--- config.mk ---
export PLATFORM = sky130hd
export DESIGN_NAME = mux_keypad_scanner
export DESIGN_NICKNAME = d
export VERILOG_FILES = /design/src/rtl/keypad_pkg.sv /design/src/rtl/keypad_frame_sampler.sv /design/src/rtl/mux_keypad_scanner.sv
export SDC_FILE = /design/constraint.sdc
export NUM_CORES = 1
export LEC_CHECK = 0
export ABC_CLOCK_PERIOD_IN_PS = 3370
export BUFFER_PORTS_ARGS = -buffer_cell sky130_fd_sc_hd__buf_2
export CAP_MARGIN = 20
export CORE_ASPECT_RATIO = 0.9
export CORE_MARGIN = 2
export CORE_UTILIZATION = 36
export CTS_CLUSTER_DIAMETER = 60
export DETAILED_ROUTE_END_ITERATION = 10
export PLACE_DENSITY_LB_ADDON = 0.2
export SYNTH_ARGS = -nofsm -noshare
export SYNTH_HDL_FRONTEND = slang
export SYNTH_HIERARCHICAL = 1
export SYNTH_SLANG_ARGS = --single-unit
--- constraint.sdc ---
create_clock -name i_clk -period 3.37 [get_ports i_clk]
set_clock_uncertainty 0.15 [all_clocks]
set_input_delay 1.011 -clock i_clk [delete_from_list [all_inputs] [get_ports i_clk]]
set_output_delay 1.011 -clock i_clk [all_outputs]
set_load 0.05 [all_outputs]
--- src/rtl/keypad_pkg.sv ---
// ----------------------------------------------------------------------------
// keypad_pkg
// Shared types and helpers for the multiplexed 4x4 keypad scanner.
//   kp_state_t : debounce FSM states
//   NONE       : 5-bit frame-result sentinel (no key / multiple keys)
//   keymap()   : (row, col) -> 4-bit key code
// ----------------------------------------------------------------------------
package keypad_pkg;

   typedef enum logic [1:0] {
      IDLE     = 2'd0,
      PRESS_DB = 2'd1,
      HELD     = 2'd2,
      REL_DB   = 2'd3
   } kp_state_t;

   // Bit 4 set marks "no single key"; a valid key code always has bit 4 clear.
   localparam logic [4:0] NONE = 5'h10;

   // Physical key position to hex code; row 3 carries the E/0/F/D keys.
   function automatic logic [3:0] keymap(input logic [1:0] row, input logic [1:0] col);
      logic [3:0] code;
      case ({row, col})
         4'b00_00: code = 4'h1;
         4'b00_01: code = 4'h2;
         4'b00_10: code = 4'h3;
         4'b00_11: code = 4'hA;
         4'b01_00: code = 4'h4;
         4'b01_01: code = 4'h5;
         4'b01_10: code = 4'h6;
         4'b01_11: code = 4'hB;
         4'b10_00: code = 4'h7;
         4'b10_01: code = 4'h8;
         4'b10_10: code = 4'h9;
         4'b10_11: code = 4'hC;
         4'b11_00: code = 4'hE;
         4'b11_01: code = 4'h0;
         4'b11_10: code = 4'hF;
         4'b11_11: code = 4'hD;
         default:  code = 4'h0;
      endcase
      return code;
   endfunction

endpackage

--- src/rtl/keypad_frame_sampler.sv ---
// ----------------------------------------------------------------------------
// keypad_frame_sampler
// Drives the rotating active-low column strobe, synchronises the rows, samples
// them at the end of each column dwell and reduces a full 4-column frame to a
// single result: the code of the only pressed key, or NONE.
// Ports:
//   i_clk, i_rst_n   clock, async active-low reset
//   i_row[3:0]       keypad rows, active-low, asynchronous
//   o_col[3:0]       one-hot active-low column strobe
//   o_frame_done     one-cycle pulse, o_result valid
//   o_result[4:0]    {1'b0, code} or NONE
// ----------------------------------------------------------------------------
module keypad_frame_sampler
   import keypad_pkg::*;
#(
   parameter int SCAN_DIV = 1000
) (
   input  logic       i_clk,
   input  logic       i_rst_n,
   input  logic [3:0] i_row,
   output logic [3:0] o_col,
   output logic       o_frame_done,
   output logic [4:0] o_result
);

   localparam int DW = (SCAN_DIV > 1) ? $clog2(SCAN_DIV) : 1;
   localparam logic [DW-1:0] DWELL_LAST = DW'(SCAN_DIV - 1);

   logic [3:0]    r_row_s1;
   logic [3:0]    r_row_s2;
   logic [DW-1:0] r_dwell;
   logic [3:0]    r_col;
   logic [1:0]    r_col_idx;
   logic [1:0]    r_hits;       // keys seen so far this frame, saturates at 2
   logic [3:0]    r_code;
   logic          r_frame_done;
   logic [4:0]    r_result;

   logic [3:0]    w_low;
   logic [2:0]    w_col_hits;
   logic [3:0]    w_col_code;
   logic [2:0]    w_sum;
   logic [1:0]    w_total;
   logic [3:0]    w_code;

   // Count low rows in the current column and fold them into the frame tally.
   always_comb begin
      w_low      = ~r_row_s2;
      w_col_hits = 3'd0;
      w_col_code = 4'h0;
      for (int r = 0; r < 4; r++) begin
         if (w_low[r]) begin
            w_col_hits = w_col_hits + 3'd1;
            w_col_code = keymap(2'(r), r_col_idx);
         end else begin
            w_col_hits = w_col_hits;
         end
      end
      w_sum = {1'b0, r_hits} + w_col_hits;
      if (w_sum >= 3'd2) begin
         w_total = 2'd2;
      end else begin
         w_total = w_sum[1:0];
      end
      if (w_col_hits != 3'd0) begin
         w_code = w_col_code;
      end else begin
         w_code = r_code;
      end
   end

   // Row synchroniser, dwell counter, column rotation and frame accumulation.
   always_ff @(posedge i_clk or negedge i_rst_n) begin
      if (!i_rst_n) begin
         r_row_s1     <= 4'hF;
         r_row_s2     <= 4'hF;
         r_dwell      <= '0;
         r_col        <= 4'b1110;
         r_col_idx    <= 2'd0;
         r_hits       <= 2'd0;
         r_code       <= 4'h0;
         r_frame_done <= 1'b0;
         r_result     <= NONE;
      end else begin
         r_row_s1     <= i_row;
         r_row_s2     <= r_row_s1;
         r_frame_done <= 1'b0;
         if (r_dwell == DWELL_LAST) begin
            r_dwell   <= '0;
            r_col     <= {r_col[2:0], r_col[3]};
            r_col_idx <= r_col_idx + 2'd1;
            if (r_col_idx == 2'd3) begin
               r_frame_done <= 1'b1;
               r_result     <= (w_total == 2'd1) ? {1'b0, w_code} : NONE;
               r_hits       <= 2'd0;
               r_code       <= 4'h0;
            end else begin
               r_hits <= w_total;
               r_code <= w_code;
            end
         end else begin
            r_dwell <= r_dwell + DW'(1);
         end
      end
   end

   assign o_col        = r_col;
   assign o_frame_done = r_frame_done;
   assign o_result     = r_result;

endmodule

--- src/rtl/mux_keypad_scanner.sv ---
// ----------------------------------------------------------------------------
// mux_keypad_scanner
// Scans a 4x4 matrix keypad, debounces press and release over whole frames and
// shifts each accepted key code into a 16-bit hex word (newest nibble in [3:0]).
// Ports:
//   i_clk, i_rst_n   clock, async active-low reset
//   i_row[3:0]       keypad rows, active-low, asynchronous
//   i_clear          synchronous clear of o_hex
//   o_col[3:0]       column strobe, one-hot active-low
//   o_key_valid      one-cycle pulse per accepted key
//   o_key_code[3:0]  last accepted key code
//   o_hex[15:0]      shift register of accepted codes
// ----------------------------------------------------------------------------
module mux_keypad_scanner
   import keypad_pkg::*;
#(
   parameter int SCAN_DIV = 1000,
   parameter int DEBOUNCE = 3
) (
   input  logic        i_clk,
   input  logic        i_rst_n,
   input  logic [3:0]  i_row,
   input  logic        i_clear,
   output logic [3:0]  o_col,
   output logic        o_key_valid,
   output logic [3:0]  o_key_code,
   output logic [15:0] o_hex
);

   localparam int CW = (DEBOUNCE > 0) ? $clog2(DEBOUNCE + 1) : 1;
   localparam logic [CW-1:0] CNT_ONE = CW'(1);
   localparam logic [CW-1:0] CNT_MAX = {CW{1'b1}};
   localparam logic [CW-1:0] CNT_DB  = CW'(DEBOUNCE);

   logic          w_frame_done;
   logic [4:0]    w_result;

   kp_state_t     r_state;
   kp_state_t     w_state_n;
   logic [CW-1:0] r_cnt;
   logic [CW-1:0] w_cnt_n;
   logic [CW-1:0] w_cnt_inc;
   logic [3:0]    r_cand;
   logic [3:0]    w_cand_n;
   logic          w_accept;
   logic          w_match;

   logic          r_key_valid;
   logic [3:0]    r_key_code;
   logic [15:0]   r_hex;

   keypad_frame_sampler #(
      .SCAN_DIV (SCAN_DIV)
   ) u_sampler (
      .i_clk        (i_clk),
      .i_rst_n      (i_rst_n),
      .i_row        (i_row),
      .o_col        (o_col),
      .o_frame_done (w_frame_done),
      .o_result     (w_result)
   );

   // Debounce FSM next state; only a frame end can move it.
   always_comb begin
      w_state_n = r_state;
      w_cnt_n   = r_cnt;
      w_cand_n  = r_cand;
      w_accept  = 1'b0;
      w_match   = (w_result == {1'b0, r_cand});
      w_cnt_inc = (r_cnt == CNT_MAX) ? r_cnt : r_cnt + CNT_ONE;
      if (w_frame_done) begin
         case (r_state)
            IDLE: begin
               if (w_result != NONE) begin
                  w_cand_n = w_result[3:0];
                  if (DEBOUNCE <= 1) begin
                     w_accept  = 1'b1;
                     w_state_n = HELD;
                     w_cnt_n   = '0;
                  end else begin
                     w_state_n = PRESS_DB;
                     w_cnt_n   = CNT_ONE;
                  end
               end else begin
                  w_cnt_n = '0;
               end
            end
            PRESS_DB: begin
               if (w_match) begin
                  if (w_cnt_inc >= CNT_DB) begin
                     w_accept  = 1'b1;
                     w_state_n = HELD;
                     w_cnt_n   = '0;
                  end else begin
                     w_cnt_n = w_cnt_inc;
                  end
               end else begin
                  w_state_n = IDLE;
                  w_cnt_n   = '0;
               end
            end
            HELD: begin
               if (!w_match) begin
                  if (DEBOUNCE <= 1) begin
                     w_state_n = IDLE;
                     w_cnt_n   = '0;
                  end else begin
                     w_state_n = REL_DB;
                     w_cnt_n   = CNT_ONE;
                  end
               end else begin
                  w_state_n = HELD;
               end
            end
            REL_DB: begin
               if (!w_match) begin
                  if (w_cnt_inc >= CNT_DB) begin
                     w_state_n = IDLE;
                     w_cnt_n   = '0;
                  end else begin
                     w_cnt_n = w_cnt_inc;
                  end
               end else begin
                  w_state_n = HELD;
                  w_cnt_n   = '0;
               end
            end
            default: begin
               w_state_n = IDLE;
               w_cnt_n   = '0;
            end
         endcase
      end else begin
         w_state_n = r_state;
      end
   end

   // FSM state, candidate and match counter registers.
   always_ff @(posedge i_clk or negedge i_rst_n) begin
      if (!i_rst_n) begin
         r_state <= IDLE;
         r_cnt   <= '0;
         r_cand  <= 4'h0;
      end else begin
         r_state <= w_state_n;
         r_cnt   <= w_cnt_n;
         r_cand  <= w_cand_n;
      end
   end

   // Registered outputs; an accept shifts the hex word, clear wins over history.
   always_ff @(posedge i_clk or negedge i_rst_n) begin
      if (!i_rst_n) begin
         r_key_valid <= 1'b0;
         r_key_code  <= 4'h0;
         r_hex       <= 16'h0000;
      end else begin
         r_key_valid <= w_accept;
         if (w_accept) begin
            r_key_code <= w_cand_n;
            r_hex      <= i_clear ? {12'h000, w_cand_n} : {r_hex[11:0], w_cand_n};
         end else if (i_clear) begin
            r_hex <= 16'h0000;
         end else begin
            r_hex <= r_hex;
         end
      end
   end

   assign o_key_valid = r_key_valid;
   assign o_key_code  = r_key_code;
   assign o_hex       = r_hex;

endmodule
* Word-level counts from Yosys, hierarchy flattened
Cells that the tools add are included.
** Cells by class
- Reductions and logical operators :: 7
- Magnitude comparators :: 2
- Add/subtract/negate cells :: 7
- Eq/ne operators :: 15
- Muxes and demuxes :: 44
- Bitwise gates (word level) :: 1
** Operator list (number)
- one-hot mux 4 bit (4 select lines) :: 4
- two-way mux 16 bit :: 3
- two-way mux 4 bit :: 9
- two-way mux 2 bit :: 12
- one-hot mux 2 bit (4 select lines) :: 2
- adder 10 x 1 -> 10 bit, second input constant :: 1
- equality test 10 bit, second input constant :: 1
- equality test 2 bit, second input constant :: 5
- two-way mux 10 bit :: 1
- two-way mux 1 bit :: 9
- two-way mux 3 bit :: 3
- adder 3 x 1 -> 3 bit, second input constant :: 2
- equality test 2 x 1 -> 1 bit, second input constant :: 3
- inequality test 3 bit, second input constant :: 2
- equality test 5 x 4 -> 1 bit :: 1
- two-way mux 5 bit :: 1
- inequality test 5 bit, second input constant :: 1
- adder 2 x 1 -> 2 bit, second input constant :: 2
- logical NOT 2 bit :: 2
- inequality test 2 bit, second input constant :: 2
- NOT 4 bit :: 1
- AND reduction 2 bit :: 2
- AND reduction 4 bit :: 1
- adder 2 x 3 -> 3 bit :: 1
- other kinds (5) :: 5
** Word-level totals
- Input bits :: 7
- Register bits :: 65
- Output and inout bits :: 25
- Logic and storage cells :: 91

* Depth between registers and ports, before layout
Gate-level depths: netlist of run 1.
- Depth in word-level cells :: 13
- Depth in mapped cells :: 12
- Depth with buffers taken out :: 12

* Modules after synthesis
The synthesis of run 1 kept the hierarchy.
** By module, submodules not included
- keypad_frame_sampler :: times used 1, area an instance 1889.3 µm², cells each 179, seq. area each 915.9 µm²
- mux_keypad_scanner :: times used 1, area an instance 1351.3 µm², cells each 126, seq. area each 725.7 µm²

* Worst setup path after synthesis of run 1
No wires, ideal clock.
- Path kind :: flip-flop to flip-flop
- Start point :: reg u_sampler.r_row_s2[1]
- End point :: reg u_sampler.r_result[0], in the netlist u_sampler/o_result[0]
- Path slack :: 0.407 ns
- Buffers on the path :: 0
- Library setup time :: 0.121 ns
- Stages on the path, launching flop included :: 12
- Required time :: 3.099 ns
- Arrival time :: 2.692 ns
- Period minus slack after synthesis :: 2.963 ns
- Path through :: dfstp_2 -> inv_1 -> ha_1 -> xnor2_1 -> ha_1 -> nor2_1 -> a31oi_2 -> fa_1 -> xnor3_1 -> nand3_1 -> nor2_4 -> a22o_1
** Between the ends
- Word-level cells in the longest chain between the ends :: 11
- Elaborated cells on any way between the ends :: 16
- Classes of those cells :: add/sub (3); order compare (1); eq/ne (1); mux (9); bitwise (1); reduce/logical (1)
** Ends and longest elaborated chain
- from (decl) :: RTL line keypad_frame_sampler.sv:30 : logic [3:0] r_row_s2;
- from (signal assigned) :: RTL line keypad_frame_sampler.sv:86 : r_row_s2 <= r_row_s1;
- NOT 4 bit * :: RTL line keypad_frame_sampler.sv:48 : w_low = ~r_row_s2;
- two-way mux 3 bit :: RTL line keypad_frame_sampler.sv:52 : if (w_low[r]) begin
- adder 3 x 1 -> 3 bit :: RTL line keypad_frame_sampler.sv:53 : w_col_hits = w_col_hits + 3'd1;
- two-way mux 3 bit :: RTL line keypad_frame_sampler.sv:52
- adder 3 x 1 -> 3 bit :: RTL line keypad_frame_sampler.sv:53
- two-way mux 3 bit :: RTL line keypad_frame_sampler.sv:52
- adder 2 x 3 -> 3 bit :: RTL line keypad_frame_sampler.sv:59 : w_sum = {1'b0, r_hits} + w_col_hits;
- >= comparator 3 x 2 -> 1 bit :: RTL line keypad_frame_sampler.sv:60 : if (w_sum >= 3'd2) begin
- two-way mux 2 bit :: RTL line keypad_frame_sampler.sv:60
- equality test 2 x 1 -> 1 bit :: RTL line keypad_frame_sampler.sv:94 : r_result <= (w_total == 2'd1) ? {1'b0, w_code} : NONE;
- two-way mux 5 bit * :: RTL line keypad_frame_sampler.sv:94
- to (signal assigned) :: RTL line keypad_frame_sampler.sv:94
- to (decl) :: RTL line keypad_frame_sampler.sv:37 : logic [4:0] r_result;
Mark *: on every way between the ends. The rest lies on a longest branch, timed or not.
A chain may end at the register's enable or synchronous reset.

* Final worst setup path of run 1
- Start point :: reg u_sampler.r_row_s2[1]
- End point :: reg u_sampler.r_result[1], in the netlist u_sampler/o_result[1]
Same word-level chain as after synthesis.

==> summary.md, run 1 <==
| Metric | Value |
|---|---|
| Filler cell count | `877` |
| R2R depth | `11` |
| Crit path kind | `flip-flop to flip-flop` |
| Clock power frac | `43.7%` |
| Crit Path Max Fanout | `7` |
| Slew Limit Headroom | `58.6%` |
| Avg WL per Cell | `13.1 um` |
| Share of layout cells above drive strength 1 | `24.0%` |
| Post-Route WL | `roughly 6000 um` |
| Diodes inserted | `0` |
| Power after layout | `1.56 mW` |
| Register area share after synthesis | `50.7%` |
| Cells after DPL | `445` |
| Crit path to | `u_sampler/o_result[1]` |
| Hold path cells | `0` |
| Avg Synthesized Cell Area | `10.6 um2` |
| Row cnt | `32` |
| Number of synthesized register bits | `65` |
| Ys async rst share | `100%` |
| Postcts setup bufs | `0` |
| CTS root buffer | `clkbuf_8` |
| DR vias/cell | `4.88` |
| Most common cell after layout, fill and taps aside | `dfrtp_1` |
| Post-CTS Hold Buffers | `0` |
| First-iteration detailed-routing DRC count | `90` |
| Crit. Startpoint | `u_sampler/r_row_s2[1]` |
| Place WS | `0.219 ns` |
| Detailed Place HPWL | `4070 um` |
| Setup violators final | `0` |
| Synth unique cells | `slightly below 60` |
| Largest net degree at the start of global routing | `66` |
| Reg-to-reg startpoint | `u_sampler/r_row_s2[1]` |
| Post-route ant nets | `0` |
| Startpoint Class | `flip-flop` |
| Core outline area | `0.00865 mm2` |
| Outcome | `finished, final reports clean` |
| DRC | `0` |
| Period minus WS final | `between 3 and 4 ns` |
| Min-delay worst type | `flip-flop to flip-flop` |
| Initial core utilization | `between 30% and 40%` |
| Post-synthesis cell count | `305` |
| Die X-Extent | `104 um` |
| Routed vias | `2248` |
| Final WS setup | `0.253 ns` |
| Htree depth | `3` |
| Cts bufs inserted | `9` |
| Critical path arrival | `3.24 ns` |
| Syn_nets | `323` |
| Yosys top cell area share | `between 40% and 50%` |
| Die height | `between 90 and 100 um` |
| Die area | `~0.01 mm2` |
| Switching Share | `23.8%` |
| Internal power | `roughly 1.2 mW` |
| Hold WS | `0.207 ns` |
| # port buffers | `31` |
| Reg clk slew, reported paths | `0.07 ns` |
| RePlAce Congestion | `0.768` |
| CTS tree | `built` |
| Comb pwr share | `5.2%` |
| Psw | `roughly 0.37 mW` |
| Synth area leaders | `dfrtp_1, dfstp_2, mux2i_1` |
| Nets | `355` |
| Pwr per Cell Area | `420 mW/mm2` |
| Setup_tns | `0 ns` |
| Global route overflow | `0` |
| Fmax | `~320 MHz` |
| Critical Path RT | `approximately 3.5 ns` |
| Commonest cells after routing, fill and taps aside | `dfrtp_1, nand2_1, buf_2, o21ai_0, nand2b_1` |
| Seq pwr share | `51.2%` |
| Yosys top cell by area | `dfrtp_1` |
| First-pass GRT wire length | `10800 um` |
| Worst skew pair latency | `0.34 ns` |
| TritonRoute pass-1 iters | `4` |
| Number of flops mapped to enable cells by yosys | `0` |
| Post-route cell area | `0.00370 mm2` |
| Worst Max-Slew Pin Slew | `approximately 0.62 ns` |
| Ys flop type | `dfrtp_1` |
| Peak supply drop | `192 uV` |
| Fin. max-slew vios | `0` |
| Non-filler cells, final | `461` |
| Final Cycle Share | `92.5%` |
| Tot GR Track Use | `13.8%` |
| CTS sink cnt | `65` |
| Syn-to-layout area delta | `14.2%` |
| Vias in the first global route | `2308` |
| RSZ-0062 raised after global routing | `no` |
| YS warnings | `6` |
| P_leak | `1.77 nW` |
| Fin. Hold Viols | `0` |
| Max_cap viols | `0` |
| Clk buf depth | `2` |
| Mapped Area | `about 0.0032 mm2` |
| Setup slack, reg-to-reg | `between 0.2 and 0.3 ns` |
| Initial antenna violation count | `0` |
| IO Pins | `32` |
| Final core occ | `about 43%` |
| Placed cell area | `0.00349 mm2` |
| Worst r2r dst | `u_sampler/o_result[1]` |
| CP Capture Type | `flip-flop` |
| Startpoint of the worst hold path | `u_sampler/r_row_s1[1]` |
## cells in the mapped netlist, types with 3 or more instances
cell / number
a21oi_1: 5
a22o_1: 4
a22oi_1: 4
buf_2: 4
buf_6: 4
clkbuf_1: 4
dfrtp_1: 53
dfstp_2: 12
ha_1: 10
inv_1: 14
mux2_2: 3
mux2i_1: 13
nand2_1: 32
nand2b_1: 19
nand3_1: 9
nand3b_1: 3
nor2_1: 18
nor2b_1: 5
o21ai_0: 20
o21ai_1: 8
or2_2: 3
or3_1: 4
xnor2_1: 7
xor2_1: 5
## kinds of logic after synthesis
| group | share of synthesized area [%] |
|---|---|
| AO/OA/AOI/OAI | 13.0 |
| flip-flops | 50.7 |
| multiplexers | 5.06 |
| AND/OR/NAND/NOR | 18.6 |
| buffers and inverters | 4.25 |
| XOR/XNOR | 3.94 |
| adder cells (fa/ha/maj) | 4.48 |
## sequential cells by signal, summed over array words and instances, names as in the netlist, 4 cells and up, named ones only
signal,count
r_cand,4
u_sampler/r_code,4
u_sampler/o_result,5
o_hex,16
u_sampler/r_row_s1,4
o_key_code,4
u_sampler/r_dwell,10
u_sampler/o_col,4
u_sampler/r_row_s2,4
## worst min path at each step
stage                                       end  slack [ns]
after detailed placement  u_sampler/r_row_s2[2]        0.20
after global placement    u_sampler/r_row_s2[2]        0.20
after CTS                 u_sampler/r_row_s2[2]        0.21
final                     u_sampler/r_row_s2[1]        0.21
after floorplan           u_sampler/r_row_s2[0]        0.20
after global routing      u_sampler/r_row_s2[2]        0.21
## power groups by stage
stage                     registers, mW  clock network, mW  logic (mW)
after floorplan                   0.806                  0      0.0552
after global placement            0.810                  0      0.0799
after detailed placement          0.810                  0      0.0799
after CTS                         0.795              0.706      0.0809
after global routing              0.797              0.745      0.0925
final                             0.796              0.679      0.0805
## worst max-delay path: stages, from the launching register on
cell,delay [ns]
dfstp_2,0.59
inv_1,0.05
ha_1,0.36
xnor2_2,0.18
ha_1,0.30
nor2_1,0.12
a31oi_2,0.07
fa_1,0.41
xnor3_1,0.40
nand3_1,0.14
nor2_4,0.15
a22o_1,0.13
## timing repair
action                                  in CTS  in global routing
hold endpoints to repair                     0                  0
resized for setup                            0                  1
endpoints found under the setup margin       0                  4
## layout make-up
| cell class | instances | area [um2] | area share, % |
|---|---|---|---|
| sequential | 65 | 1640 | 44.3 |
| multi-input combinational | 213 | 1470 | 39.7 |
| tap | 119 | 149 | 4.02 |
| clock inverter | 6 | 65.1 | 1.76 |
| clock buffer | 10 | 138 | 3.72 |
| inverter | 15 | 57.6 | 1.55 |
| timing repair buffer | 33 | 183 | 4.93 |
## per-layer routing
| layer | global-route usage (%) | part of all wire (%) |
|---|---|---|
| met1 | 18.0 | 51 |
| met2 | 21.8 | 44 |
| met3 | 5.06 | 4.5 |
| met4 | 3.94 | 0.78 |
| met5 | 0 | 0 |
Note: power is estimated with default switching activity, not from simulation.
==> inputs of run 2 (changes only) <==
--- a/config.mk
+++ b/config.mk
@@ -5,7 +5,7 @@
 export SDC_FILE = /design/constraint.sdc
 export NUM_CORES = 1
 export LEC_CHECK = 0
-export ABC_CLOCK_PERIOD_IN_PS = 3370
+export ABC_CLOCK_PERIOD_IN_PS = 3100
 export BUFFER_PORTS_ARGS = -buffer_cell sky130_fd_sc_hd__buf_2
 export CAP_MARGIN = 20
 export CORE_ASPECT_RATIO = 0.9
==> constraint.sdc (replaced) <==
create_clock -name i_clk -period 3.1 [get_ports i_clk]
set_clock_uncertainty 0.15 [all_clocks]
set_input_delay 0.93 -clock i_clk [delete_from_list [all_inputs] [get_ports i_clk]]
set_output_delay 0.93 -clock i_clk [all_outputs]
set_load 0.05 [all_outputs]
==> summary.md, run 2 (synthesis results as in run 1) <==
| Metric | Value |
|---|---|
| Outcome | `finished, final reports clean` |
| First-iteration detailed-routing DRC count | `63 (-30%)` |
| Pwr per Cell Area | `491 mW/mm2 (+17%)` |
| Most common cell after layout, fill and taps aside | `dfrtp_1` |
| Die area | `0.00978 mm2 (unchanged)` |
| Cts bufs inserted | `9 (unchanged)` |
| Final Cycle Share | `94.3% (+1.8 points)` |
| First-pass GRT wire length | `10300 um (-4.7%)` |
| Max reg flops | `16 (unchanged)` |
| Avg WL per Cell | `12.7 um (-3.2%)` |
| Commonest cells after routing, fill and taps aside | `dfrtp_1, nand2_1, buf_2, o21ai_0, nand2b_1` |
| Register Area | `0.00164 mm2 (unchanged)` |
| Worst skew pair latency | `0.35 ns (about the same)` |
| Tot GR Track Use | `13.4% (-0.43 points)` |
| Hold WS | `0.199 ns (-0.00785 ns)` |
| Crit Path Max Fanout | `5 (-2)` |
| Fmax | `342 MHz (+6.6%)` |
| DR vias/cell | `4.88 (+0.11%)` |
| CTS sink cnt | `65 (unchanged)` |
| Row cnt | `32 (unchanged)` |
| Crit path kind | `flip-flop to flip-flop` |
| Critical Path RT | `3.23 ns (-0.26 ns)` |
| Period minus WS final | `2.92 ns (-0.193 ns)` |
| CTS root buffer | `clkbuf_8` |
| CTS tree | `built` |
| IO Pins | `32 (unchanged)` |
| Diodes inserted | `0 (unchanged)` |
| Peak supply drop | `240 uV (+25%)` |
| Initial antenna violation count | `0 (unchanged)` |
| DRC | `0 (unchanged)` |
| Die height | `94.0 um (unchanged)` |
| Max_cap viols | `0 (unchanged)` |
| Startpoint Class | `flip-flop` |
| Core outline area | `0.00865 mm2 (unchanged)` |
| Power after layout | `1.86 mW (+19%)` |
| Final core occ | `43.7% (+0.88 points)` |
| Filler cell count | `836 (-4.7%)` |
| RSZ-0062 raised after global routing | `no` |
| P_leak | `1.81 nW (+2.1%)` |
| TritonRoute pass-1 iters | `4 (unchanged)` |
| Vias in the first global route | `2141 (-7.2%)` |
| Post-route ant nets | `0 (unchanged)` |
| Die X-Extent | `104 um (unchanged)` |
| Slew Limit Headroom | `64.3% (+5.7 points)` |
| Worst Max-Slew Pin Slew | `0.534 ns (-0.0827 ns)` |
| Fin. Hold Viols | `0 (unchanged)` |
| Clk buf depth | `2 (unchanged)` |
| Routed vias | `2270 (+0.98%)` |
| Largest net degree at the start of global routing | `66 (unchanged)` |
| Initial core utilization | `37.5% (unchanged)` |
| # port buffers | `31 (unchanged)` |
| Nets | `359 (+1.1%)` |
| Share of layout cells above drive strength 1 | `24.9% (+0.88 points)` |
| RePlAce Congestion | `0.788 (+2.6%)` |
| Critical path arrival | `3.05 ns (-0.19 ns)` |
| Htree depth | `3 (unchanged)` |
| Global route overflow | `0 (unchanged)` |
| Fin. max-slew vios | `0 (unchanged)` |
| Setup_tns | `0 ns (unchanged)` |
| Post-Route WL | `5900 um (-2.3%)` |
| Min-delay worst type | `flip-flop to flip-flop` |
| Placed cell area | `0.00351 mm2 (+0.64%)` |
| Post-route cell area | `0.00378 mm2 (+2.1%)` |
| Reg clk slew, reported paths | `0.08 ns (about the same)` |
| Area of the multi-input gates | `0.00147 mm2 (unchanged)` |
| Detailed Place HPWL | `4020 um (-1.4%)` |
| CP Capture Type | `flip-flop` |
| Syn-to-layout area delta | `16.6%` |
| Setup violators final | `0 (unchanged)` |
==> run 2: cell types whose count changed in the layout (fill, tap and decap cells not counted) <==
cell	previous run	this run
buf_4	1	5
bufinv_16	1	3
clkbuf_8	10	9
clkinv_2	3	1
clkinv_4	0	2
clkinvlp_4	1	0
==> run 2: area by class of cell <==
type | instances | area share [%]
timing repair buffer | 37 | 5.63
clock inverter | 7 | 3.31
multi-input combinational | 213 | 38.9
clock buffer | 9 | 3.28
tap | 119 | 3.94
sequential | 65 | 43.4
inverter | 15 | 1.52
==> run 2: worst max-delay path, stage by stage (launching register included) <==
cell	delay, ns
dfstp_2	0.57
inv_1	0.05
ha_1	0.31
xnor2_2	0.15
ha_1	0.29
nor2_1	0.13
a31oi_2	0.08
fa_1	0.42
xnor3_1	0.24
nand3_1	0.14
nor2_4	0.18
a22o_1	0.14
==> run 2: timing repair <==
action                                  CTS  global route
hold buffers                              0             0
resized for setup                         0             1
endpoints found under the setup margin    0             7
setup buffers                             0             1
==> run 2: per-layer routing <==
metal  GRT usage [%]  share of wire (%)  routed length [um]  up-vias
li1                -                  -                   -     1135
met4            5.29               0.97                  57        0
met3            4.44                3.4                 202        5
met2            20.4                 45                2670       35
met1            17.7                 50                2960     1095
met5               0                  0                   0        -
==> run 2: power by group <==
| group | internal, mW | leakage [nW] | switching (mW) |
|---|---|---|---|
| logic | 0.0410 | 0.833 | 0.0532 |
| clock network | 0.542 | 0.124 | 0.354 |
| registers | 0.857 | 0.852 | 0.00722 |
==> run 2: final timing paths <==
| path | from | endpoint | slack [ns] | cells past startpoint |
|---|---|---|---|---|
| max | u_sampler/r_row_s2[1] | u_sampler/o_result[1] | 0.18 | 11 |
| min | u_sampler/r_row_s1[2] | u_sampler/r_row_s2[2] | 0.20 | 0 |
| max reg2reg | u_sampler/r_row_s2[1] | u_sampler/o_result[1] | 0.18 | 11 |
| min reg2reg | u_sampler/r_row_s1[2] | u_sampler/r_row_s2[2] | 0.20 | 0 |
| max in group asynchronous | i_rst_n | u_sampler/o_col[3] | 2.05 | 2 |
| min in group asynchronous | i_rst_n | o_key_code[2] | 0.44 | 2 |
==> run 2: metrics by stage <==
stage               instances  setup WS, ns
floorplan                 305         0.137
global placement          448         0.122
detailed placement        448        0.0627
CTS                       464        0.0308
global route              465        0.0405
finish                    465         0.176
